--- src/rtl/exec_pkg.sv ---
// Shared definitions for the execute-side dispatch/arbitration blocks.
// Holds unit count, datapath widths, per-unit FIFO depth, the ROB tag width
// and the packed micro-op record that travels through each unit FIFO.
package exec_pkg;

    localparam int NUM_UNITS       = 4;
    localparam int DATA_W          = 64;
    localparam int CMD_W           = 10;
    localparam int FLAG_W          = 4;
    localparam int UNIT_FIFO_DEPTH = 2;
    localparam int ROB_SIZE        = 8;
    localparam int TAG_W           = $clog2(ROB_SIZE + 1);
    localparam int CNT_W           = $clog2(UNIT_FIFO_DEPTH + 1);

    typedef struct packed {
        logic [TAG_W-1:0]  tag;
        logic [CMD_W-1:0]  commands;
        logic [DATA_W-1:0] op_a;
        logic [DATA_W-1:0] op_b;
    } exec_uop_t;

endpackage

--- src/rtl/execute_dispatch_if.sv ---
// Bundle of the issue-side input stream and the four per-unit output streams
// of execute_dispatch.
//   slave  : the dispatcher (consumes issue stream, produces unit heads)
//   master : the environment (issue stage + execution units)
interface execute_dispatch_if;
    import exec_pkg::*;

    // issue side
    logic                                 valid_i;
    logic                                 ready_o;
    logic [1:0]                           unitSel_i;
    logic [TAG_W-1:0]                     tag_i;
    logic [CMD_W-1:0]                     commands_i;
    logic [DATA_W-1:0]                    opA_i;
    logic [DATA_W-1:0]                    opB_i;
    logic                                 flush_i;
    // unit side
    logic [NUM_UNITS-1:0]                 valid_o;
    logic [NUM_UNITS-1:0]                 unitReady_i;
    logic [NUM_UNITS-1:0][TAG_W-1:0]      tag_o;
    logic [NUM_UNITS-1:0][CMD_W-1:0]      commands_o;
    logic [NUM_UNITS-1:0][DATA_W-1:0]     opA_o;
    logic [NUM_UNITS-1:0][DATA_W-1:0]     opB_o;
    logic [NUM_UNITS-1:0][CNT_W-1:0]      pending_o;

    modport slave (
        input  valid_i, unitSel_i, tag_i, commands_i, opA_i, opB_i, flush_i, unitReady_i,
        output ready_o, valid_o, tag_o, commands_o, opA_o, opB_o, pending_o
    );

    modport master (
        output valid_i, unitSel_i, tag_i, commands_i, opA_i, opB_i, flush_i, unitReady_i,
        input  ready_o, valid_o, tag_o, commands_o, opA_o, opB_o, pending_o
    );

endinterface

--- src/rtl/exec_unit_fifo.sv ---
// Two-entry FIFO of exec_uop_t in front of one execution unit.
// Ports:
//   clk_i, reset_i  clock, asynchronous active-low reset
//   enq_i, enq_uop_i  write strobe and entry (ignored when full or flushing)
//   deq_i           consume head (ignored when empty or flushing)
//   flush_i         drop all entries on the next edge
//   count_o         occupancy 0..2
//   valid_o, head_o head entry; head_o is zero when empty
//   full_o          occupancy at depth
module exec_unit_fifo
    import exec_pkg::*;
(
    input  logic             clk_i,
    input  logic             reset_i,
    input  logic             enq_i,
    input  exec_uop_t        enq_uop_i,
    input  logic             deq_i,
    input  logic             flush_i,
    output logic [CNT_W-1:0] count_o,
    output logic             valid_o,
    output exec_uop_t        head_o,
    output logic             full_o
);

    logic             rd_ptr_q, rd_ptr_d;
    logic             wr_ptr_q, wr_ptr_d;
    logic [CNT_W-1:0] count_q, count_d;
    exec_uop_t        mem_q [UNIT_FIFO_DEPTH];
    exec_uop_t        mem_d [UNIT_FIFO_DEPTH];

    logic enq_ok;
    logic deq_ok;

    assign full_o  = (count_q == CNT_W'(UNIT_FIFO_DEPTH));
    assign valid_o = (count_q != '0);
    assign count_o = count_q;
    assign head_o  = valid_o ? mem_q[rd_ptr_q] : '0;

    // A full FIFO rejects even while its head is being consumed: no bypass.
    assign enq_ok = enq_i & ~full_o & ~flush_i;
    assign deq_ok = deq_i & valid_o & ~flush_i;

    always_comb begin
        rd_ptr_d = rd_ptr_q;
        wr_ptr_d = wr_ptr_q;
        count_d  = count_q;
        mem_d    = mem_q;
        if (flush_i) begin
            rd_ptr_d = 1'b0;
            wr_ptr_d = 1'b0;
            count_d  = '0;
        end else begin
            if (enq_ok) begin
                mem_d[wr_ptr_q] = enq_uop_i;
                wr_ptr_d        = ~wr_ptr_q;
            end
            if (deq_ok) begin
                rd_ptr_d = ~rd_ptr_q;
            end
            count_d = count_q + CNT_W'(enq_ok) - CNT_W'(deq_ok);
        end
    end

    always_ff @(posedge clk_i or negedge reset_i) begin
        if (!reset_i) begin
            rd_ptr_q <= 1'b0;
            wr_ptr_q <= 1'b0;
            count_q  <= '0;
        end else begin
            rd_ptr_q <= rd_ptr_d;
            wr_ptr_q <= wr_ptr_d;
            count_q  <= count_d;
        end
    end

    // Storage is not reset; only the control state decides what is visible.
    always_ff @(posedge clk_i) begin
        mem_q <= mem_d;
    end

endmodule

--- src/rtl/execute_dispatch.sv ---
// Fans one issued micro-op stream out to four execution units, each behind
// its own 2-entry FIFO so a stalled unit does not block issue to the others.
// Ports:
//   clk_i    clock
//   reset_i  asynchronous active-low reset
//   io       execute_dispatch_if.slave: issue stream in, per-unit heads out,
//            per-unit consume strobes, flush, per-unit occupancy
module execute_dispatch
    import exec_pkg::*;
#(
    parameter int ROBsize    = 8,
    parameter int ROBsizeLog = $clog2(ROBsize + 1)
) (
    input  logic               clk_i,
    input  logic               reset_i,
    execute_dispatch_if.slave  io
);

    // The micro-op record carries a package-fixed tag width.
    if (ROBsizeLog != TAG_W) begin : g_bad_tag_w
        $error("execute_dispatch: ROBsizeLog must equal exec_pkg::TAG_W");
    end

    logic [NUM_UNITS-1:0] full;
    logic [NUM_UNITS-1:0] vld;
    logic [NUM_UNITS-1:0] enq;
    logic [CNT_W-1:0]     cnt  [NUM_UNITS];
    exec_uop_t            head [NUM_UNITS];
    exec_uop_t            in_uop;
    logic                 ready;
    logic                 accept;

    // Gated by reset_i so the issue stage sees "not ready" while in reset.
    assign ready      = reset_i & ~full[io.unitSel_i] & ~io.flush_i;
    assign io.ready_o = ready;
    assign accept     = io.valid_i & ready;

    assign in_uop.tag      = io.tag_i;
    assign in_uop.commands = io.commands_i;
    assign in_uop.op_a     = io.opA_i;
    assign in_uop.op_b     = io.opB_i;

    for (genvar u = 0; u < NUM_UNITS; u++) begin : g_unit
        assign enq[u] = accept & (io.unitSel_i == 2'(u));

        exec_unit_fifo u_fifo (
            .clk_i     (clk_i),
            .reset_i   (reset_i),
            .enq_i     (enq[u]),
            .enq_uop_i (in_uop),
            .deq_i     (io.unitReady_i[u]),
            .flush_i   (io.flush_i),
            .count_o   (cnt[u]),
            .valid_o   (vld[u]),
            .head_o    (head[u]),
            .full_o    (full[u])
        );
    end

    always_comb begin
        io.valid_o = vld;
        for (int u = 0; u < NUM_UNITS; u++) begin
            io.tag_o[u]      = head[u].tag;
            io.commands_o[u] = head[u].commands;
            io.opA_o[u]      = head[u].op_a;
            io.opB_o[u]      = head[u].op_b;
            io.pending_o[u]  = cnt[u];
        end
    end

endmodule

--- src/flat_wrapper.sv ---
// flat-port wrapper written by rule: the top's interface ports become plain ports
module execute_dispatch_flat import exec_pkg::*;
#(
    parameter int ROBsize    = 8,
    parameter int ROBsizeLog = $clog2(ROBsize + 1)
)
  (clk_i, reset_i, io_valid_i, io_unitSel_i, io_tag_i, io_commands_i, io_opA_i, io_opB_i, io_flush_i, io_unitReady_i, io_ready_o, io_valid_o, io_tag_o, io_commands_o, io_opA_o, io_opB_o, io_pending_o);
  execute_dispatch_if io_i ();
  input  logic clk_i;
  input  logic reset_i;
  input wire logic [$bits(io_i.valid_i)-1:0] io_valid_i;
  input wire logic [$bits(io_i.unitSel_i)-1:0] io_unitSel_i;
  input wire logic [$bits(io_i.tag_i)-1:0] io_tag_i;
  input wire logic [$bits(io_i.commands_i)-1:0] io_commands_i;
  input wire logic [$bits(io_i.opA_i)-1:0] io_opA_i;
  input wire logic [$bits(io_i.opB_i)-1:0] io_opB_i;
  input wire logic [$bits(io_i.flush_i)-1:0] io_flush_i;
  input wire logic [$bits(io_i.unitReady_i)-1:0] io_unitReady_i;
  output wire logic [$bits(io_i.ready_o)-1:0] io_ready_o;
  output wire logic [$bits(io_i.valid_o)-1:0] io_valid_o;
  output wire logic [$bits(io_i.tag_o)-1:0] io_tag_o;
  output wire logic [$bits(io_i.commands_o)-1:0] io_commands_o;
  output wire logic [$bits(io_i.opA_o)-1:0] io_opA_o;
  output wire logic [$bits(io_i.opB_o)-1:0] io_opB_o;
  output wire logic [$bits(io_i.pending_o)-1:0] io_pending_o;
  assign io_i.valid_i = io_valid_i;
  assign io_i.unitSel_i = io_unitSel_i;
  assign io_i.tag_i = io_tag_i;
  assign io_i.commands_i = io_commands_i;
  assign io_i.opA_i = io_opA_i;
  assign io_i.opB_i = io_opB_i;
  assign io_i.flush_i = io_flush_i;
  assign io_i.unitReady_i = io_unitReady_i;
  assign io_ready_o = io_i.ready_o;
  assign io_valid_o = io_i.valid_o;
  assign io_tag_o = io_i.tag_o;
  assign io_commands_o = io_i.commands_o;
  assign io_opA_o = io_i.opA_o;
  assign io_opB_o = io_i.opB_o;
  assign io_pending_o = io_i.pending_o;
  execute_dispatch #(.ROBsize(ROBsize), .ROBsizeLog(ROBsizeLog)) u_core (.clk_i(clk_i), .reset_i(reset_i), .io(io_i));
endmodule
--- config.mk ---
export PLATFORM = sky130hd
export DESIGN_NAME = execute_dispatch_flat
export DESIGN_NICKNAME = d
export VERILOG_FILES = /design/src/rtl/exec_pkg.sv /design/src/rtl/execute_dispatch_if.sv /design/src/rtl/exec_unit_fifo.sv /design/src/rtl/execute_dispatch.sv /design/src/flat_wrapper.sv
export SDC_FILE = /design/constraint.sdc
export NUM_CORES = 1
export LEC_CHECK = 0
export CAP_MARGIN = 20
export CORE_AREA = 2 2 288 290
export CTS_CLUSTER_SIZE = 12
export DETAILED_ROUTE_END_ITERATION = 16
export DIE_AREA = 0 0 290 292
export GPL_TIMING_DRIVEN = 0
export PLACE_DENSITY_LB_ADDON = 0.12
export REMOVE_ABC_BUFFERS = 1
export SETUP_SLACK_MARGIN = 0.3
export SYNTH_ARGS = -nofsm -noshare
export SYNTH_HDL_FRONTEND = slang
export SYNTH_SLANG_ARGS = --single-unit
--- constraint.sdc ---
create_clock -name clk_i -period 19.34 [get_ports clk_i]
set_input_delay 3.868 -clock clk_i [delete_from_list [all_inputs] [get_ports clk_i]]
set_output_delay 3.868 -clock clk_i [all_outputs]
set_load 0.02 [all_outputs]
==> results.json, run 1 <==
{
  "die_x_um": 290,
  "final.setup.tns_ps": 0,
  "setup_viol": 0,
  "cts_resized": 0,
  "yosysTopAreaCell": "edfxtp_1",
  "synth_edf_count": 1136,
  "cts_max_level": 3,
  "netlist-cell-type-count": 28,
  "final_hold_viol_count": 0,
  "antenna_found_initial": 14,
  "peakVddDrop_uv": 78.9,
  "drv_cap": 0,
  "drive_gt1_share_pct": 7.24,
  "clock-sinks": 1152,
  "area_delta_synth_final_pct": 30.9,
  "clk_latency_ps": 670,
  "ff2ff_setup_slack_ps": 15900,
  "synthFlopType": "edfxtp_1",
  "grt_max_degree": 44,
  "crit_fanout": 18,
  "start_util_pct": 53.4,
  "dr.pass1.iters": 5,
  "remaining_drc_errors": 0,
  "path_clk_slew_ps": 60,
  "cts_hold_buf": 0,
  "grt_pass1_wl_mm": 176,
  "fin_crit_ps": 9790,
  "synth-seq-cells": 1152,
  "rr_startpoint": "u_core.g_unit[0].u_fifo.count_o[1]$_DFF_PN0_",
  "outcome": "complete, no violations",
  "overflow": 0,
  "crit_path_end_kind": "output port",
  "holdCritPathClass": "register to register",
  "post-place-cells": 4268,
  "dieArea_mm2": 0.0847,
  "fmax_ghz": 0.102,
  "die_y_um": 292,
  "postPlaceCellArea_mm2": 0.0537,
  "rsz0062_at_grt": "false",
  "worst_pin_slew_ps": 972,
  "whs_path_depth": 1,
  "grt_pass1_vias": 25700,
  "synthesis.area_mm2": 0.0436,
  "finClkSkew_ps": 19.3,
  "rr_endpoint": "u_core.g_unit[0].u_fifo.mem_q[199]$_DFFE_PP_",
  "cts_root_buf": "clkbuf_16",
  "core_mm2": 0.0816,
  "worstSetupPathType": "input port to output port",
  "async_flop_share_pct": 1.39,
  "place_hpwl_mm": 81.3,
  "cts_tree": "done",
  "viasPerCell": 5.60,
  "power_density_mw_per_mm2": 90.5,
  "grt_use_total_pct": 28.6,
  "drtAntennaViolNets": 0,
  "nets": 3475,
  "leakage_nw": 17.8,
  "ctsLongestPathBuffers": 3,
  "ff2ff_path_depth": 8,
  "port_buffers": 732,
  "slew_violations": 0,
  "final_cell_area_mm2": 0.0570,
  "netlist_instances": 2511,
  "synth_top_area_share_pct": 78.3,
  "min_to": "u_core.g_unit[3].u_fifo.wr_ptr_q$_DFFE_PN0P_",
  "cts_setup_buffers": 0,
  "synth_warnings": 0,
  "via_count": 25000,
  "wl_per_cell_um": 27.5,
  "final_cells": 4468,
  "hp-start": "u_core.g_unit[3].u_fifo.wr_ptr_q$_DFFE_PN0P_",
  "finalCritPeriodShare_pct": 50.6,
  "ioPinCount": 733,
  "gp_congestion": 0.789,
  "syn_avg_cell_area_um2": 17.3,
  "drt-initial-drc-count": 2155,
  "startpoint_type": "input port",
  "row_count": 105,
  "maxSlewHeadroom_pct": 35.0,
  "cp.arrival_ps": 5920,
  "cts_made_buffers": 115,
  "ys_top_cells_by_area": "edfxtp_1, mux2i_1, nor2_1",
  "drt-total-wl_mm": 123,
  "timing.hold.ws_ps": 565,
  "critPathRequiredTime_ps": 15470,
  "ys_seq_area_share_pct": 79.2
}
[kinds of logic after synthesis]
logic type | count (synthesis) | share of synthesized area [%]
AND/OR/NAND/NOR | 616 | 5.52
AO/OA/AOI/OAI | 6 | 0.0718
adder cells (fa/ha/maj) | 8 | 0.230
buffers and inverters | 146 | 1.58
multiplexers | 572 | 13.1
flip-flops | 1152 | 79.2
XOR/XNOR | 11 | 0.221
[worst max-delay path, stage by stage]
cell and delay (ps):
clkdlybuf4s50_1 1080, nor4bb_1 310, clkdlybuf4s50_1 660
[through the flow]
stage	util (%)	power, mW	setup slack (ps)
2_1_floorplan	-	3.00	8200
3_3_place_gp	63.2	3.25	398
3_5_place_dp	65.8	3.20	9510
4_1_cts	69.9	5.19	9520
5_1_grt	69.9	5.30	9350
6_report	69.9	5.16	9550
[worst max-delay path by stage]
| stage | from | end | slack (ps) | depth (start not counted) |
|---|---|---|---|---|
| floorplan | io_flush_i | u_core.g_unit[0].u_fifo.mem_q[0]$_DFFE_PP_ | 8200 | 3 |
| global placement | reset_i | u_core.g_unit[3].u_fifo.mem_q[271]$_DFFE_PP_ | 400 | 4 |
| detailed placement | reset_i | io_ready_o | 9510 | 3 |
| CTS | reset_i | io_ready_o | 9520 | 3 |
| global route | reset_i | io_ready_o | 9350 | 3 |
| finish | reset_i | io_ready_o | 9550 | 3 |
[synth_stat cells (2+ instances only)]
cell and number:
xor2_1 8, mux2i_1 572, nor4bb_1 2, xnor2_1 3, nor2b_1 8, clkbuf_1 36, nand2b_1 4, nor2_1 592
buf_2 93, buf_4 4, dfrtp_1 16, o21ai_0 4, ha_1 8, inv_1 12, edfxtp_1 1136
[state kept, by name, indices dropped and copies added (netlist names)]
signal / cells
u_core.g_unit.u_fifo.count_o: 8
u_core.g_unit.u_fifo.mem_q: 1136
u_core.g_unit.u_fifo.rd_ptr_q: 4
u_core.g_unit.u_fifo.wr_ptr_q: 4
[final cells by class]
type | instances | area, um^2
repair buffers | 821 | 9300
multi-input cells | 1213 | 8450
clock inverters | 38 | 287
inverters | 12 | 45.0
clock buffers | 150 | 3050
flip-flops and latches | 1152 | 34500
fillers | 5201 | 24600
well taps | 1070 | 1340
diodes | 12 | 30.0
[where the power goes]
part / internal (mW) / total (mW) / switching, mW
Clock: 1.14 / 2.01 / 0.872
Sequential: 2.76 / 2.77 / 0.0121
Combinational: 0.158 / 0.378 / 0.220
[placed cells by master (no fill, tap or decap), types with 2 or more instances in the layout]
cell | synthesis | routed
dfrtp_4 | 0 | 4
clkinv_2 | 0 | 8
mux2i_1 | 572 | 572
xnor2_1 | 3 | 3
ha_1 | 8 | 8
nor4bb_1 | 2 | 2
buf_12 | 0 | 63
edfxtp_1 | 1136 | 1136
clkbuf_1 | 36 | 32
nand2b_1 | 4 | 4
clkbuf_8 | 0 | 2
buf_16 | 0 | 26
bufinv_16 | 0 | 3
nor2b_1 | 8 | 8
o21ai_0 | 4 | 4
dfrtp_1 | 16 | 12
clkinvlp_4 | 0 | 3
clkbuf_16 | 0 | 116
inv_1 | 12 | 12
xor2_1 | 8 | 8
clkdlybuf4s50_1 | 0 | 732
nor2_4 | 0 | 12
diode_2 | 0 | 12
inv_6 | 0 | 3
clkinv_1 | 0 | 19
nor2_1 | 592 | 580
[per-layer routing]
layer	vias up	GRT usage (%)	share of wire (%)
met1	12700	34.9	37
met2	1122	47.5	50
met4	4	13.4	4.6
met5	-	0	0.022
li1	10900	-	-
met3	248	7.85	8.6
Power figures use the tool's default switching activity.
==> run 2, diff against run 1 <==
- CORE_AREA: 2 2 288 290 -> not set
- CORE_ASPECT_RATIO: not set -> 1.4
- CORE_UTILIZATION: not set -> 53
- DIE_AREA: 0 0 290 292 -> not set
- clock period: 19.34 -> 9.9 ns (I/O delays scaled with it)
==> run 2 against run 1 <==
  * Count of clock-buffer cells in the layout fell by 12
  * Hold slack got worse by 5.1 ps
  * Critical path type unchanged
  * Sequential power rose by 95%
  * Sequential cell count did not move
  * Global-route usage rose by 0.76 points
  * Routed wire length rose by 0.40%
  * Via count fell by 0.69%
  * First-iteration DRC count fell by 14%
==> results.json, run 2 (synthesis results as in run 1) <==
{
  "final_cells": 4436,
  "cts_resized": 0,
  "finClkSkew_ps": 19.4,
  "final.setup.tns_ps": 0,
  "area_delta_synth_final_pct": 30.4,
  "pre_cts_slack_ps": 3880,
  "dieArea_mm2": 0.0834,
  "finalCritPeriodShare_pct": 60.5,
  "place_hpwl_mm": 82.6,
  "die_y_um": 341,
  "drt-total-wl_mm": 123,
  "finalWorstSetupSlack_ps": 3910,
  "dr.pass1.iters": 6,
  "setup_viol": 0,
  "rr_startpoint": "u_core.g_unit[0].u_fifo.count_o[1]$_DFF_PN0_",
  "nets": 3473,
  "largest_reg_flops": 1136,
  "slew_violations": 0,
  "drive_gt1_share_pct": 6.97,
  "holdCritPathClass": "register to register",
  "final_cell_area_mm2": 0.0568,
  "clk_latency_ps": 680,
  "postPlaceCellArea_mm2": 0.0538,
  "fmax_ghz": 0.167,
  "critPathMaxStageDelay_ps": 1060,
  "path_clk_slew_ps": 60,
  "drtAntennaViolNets": 0,
  "viasPerCell": 5.60,
  "crit_start": "reset_i",
  "crit_path_end_kind": "output port",
  "grt_pass1_vias": 25200,
  "utilization_pct": 69.8,
  "gp_congestion": 0.813,
  "regMostFlops": "u_core.g_unit.u_fifo.mem_q",
  "antenna_found_initial": 13,
  "fin_crit_ps": 5990,
  "clock-sinks": 1152,
  "startpoint_type": "input port",
  "final_common_cell": "edfxtp_1",
  "cp_common_cell": "clkdlybuf4s50_1",
  "crit_family": "buffers and inverters",
  "crit_fanout": 18,
  "cts_tree": "done",
  "ctsLongestPathBuffers": 3,
  "start_util_pct": 53.5,
  "leakage_nw": 17.7,
  "path_cells": "clkdlybuf4s50_1 > nor4bb_1 > clkdlybuf4s50_1",
  "grt_pass1_wl_mm": 176,
  "port_buffers": 732,
  "drt-initial-drc-count": 1851,
  "ioPinCount": 733,
  "fillCellCount": 5301,
  "overflow": 0,
  "cts_setup_buffers": 0,
  "cts_root_buf": "clkbuf_16",
  "crit_buf_inv": 2,
  "post-place-cells": 4273,
  "cp.arrival_ps": 4010,
  "cts_max_level": 3,
  "worstSetupPathType": "input port to output port",
  "row_count": 124,
  "core_mm2": 0.0815,
  "power_density_mw_per_mm2": 173,
  "wl_per_cell_um": 27.8,
  "drv_cap": 0,
  "via_count": 24800,
  "peakVddDrop_uv": 182,
  "final_hold_viol_count": 0,
  "crit_path_top_delay_cell": "clkdlybuf4s50_1",
  "rsz0062_at_grt": "false",
  "die_x_um": 244,
  "remaining_drc_errors": 0,
  "maxSlewHeadroom_pct": 39.7,
  "grt_use_total_pct": 29.3,
  "critPathRequiredTime_ps": 7920,
  "grt_max_degree": 43,
  "cts_hold_buf": 0,
  "hp-start": "u_core.g_unit[0].u_fifo.wr_ptr_q$_DFFE_PN0P_",
  "cts_made_buffers": 109,
  "ff2ff_setup_slack_ps": 6790,
  "worst_pin_slew_ps": 903,
  "outcome": "complete, no violations",
  "final_cell_mix": "edfxtp_1, clkdlybuf4s50_1, nor2_1, mux2i_1, clkbuf_16"
}
[run 2: final cells by class]
class	instances	area [um^2]	area share, %
Antenna cell	10	25.0	0.0440
Clock inverter	15	97.6	0.172
Timing Repair Buffer	825	9420	16.6
Multi-Input combinational cell	1213	8450	14.9
Clock buffer	138	2910	5.12
Sequential cell	1152	34500	60.8
Inverter	12	45.0	0.0793
Tap cell	1071	1340	2.36
[run 2: final timing paths]
| path | cells past startpoint | end |
|---|---|---|
| worst min register to register | 1 | u_core.g_unit[0].u_fifo.wr_ptr_q$_DFFE_PN0P_ |
| min in group asynchronous | 1 | u_core.g_unit[0].u_fifo.rd_ptr_q$_DFFE_PN0P_ |
| max in group asynchronous | 1 | u_core.g_unit[1].u_fifo.rd_ptr_q$_DFFE_PN0P_ |
| worst min-delay path | 1 | u_core.g_unit[0].u_fifo.wr_ptr_q$_DFFE_PN0P_ |
| worst max register to register | 7 | u_core.g_unit[0].u_fifo.mem_q[220]$_DFFE_PP_ |
| worst max-delay path | 3 | io_ready_o |
[run 2: worst reg2reg max path: stages (launching register included)]
cell and delay [ps]:
dfrtp_1 470, nor2b_1 170, or4_1 580, nor2_4 580, buf_12 280, buf_12 250, buf_12 260, buf_16 210
[run 2: routing by layer]
metal	vias up	global-route usage (%)	share of wire (%)	routed length [um]
li1	10900	-	-	-
met4	8	12.2	4.0	4910
met2	1117	46.9	48	59100
met1	12700	37.5	38	47100
met5	-	0	0.050	62
met3	200	8.76	9.9	12200
[run 2: stage by stage]
step	hold slack (ps)	total power, mW
5_1_grt	597	10.1
4_1_cts	565	9.91
6_report	559	9.85
2_1_floorplan	469	5.86
3_3_place_gp	482	6.35
3_5_place_dp	557	6.26
[run 2: where the power goes]
part,internal [mW],total [mW],leakage [nW],switching [mW]
clock network,2.03,3.69,1.46,1.65
logic,0.313,0.752,5.81,0.439
registers,5.39,5.41,10.4,0.0188
==> run 3, diff against run 2 <==
- clock period: 9.9 -> 5.9 ns (I/O delays scaled with it)
==> results of run 3 <==
Same layout as run 2 (identical final DEF). Status: complete, no violations.
Main changes from that run: setup slack after placement 3880 ps -> 925 ps; setup slack after layout 3910 ps -> 1340 ps; start point of the critical path reset_i -> u_core.g_unit[1].u_fifo.rd_ptr_q$_DFFE_PN0P_; end point of the critical path io_ready_o -> io_opB_o[64]; register-to-register setup slack 6790 ps -> 2790 ps; total power 9.85 mW -> 16.5 mW; worst IR drop on VDD 182 uV -> 305 uV
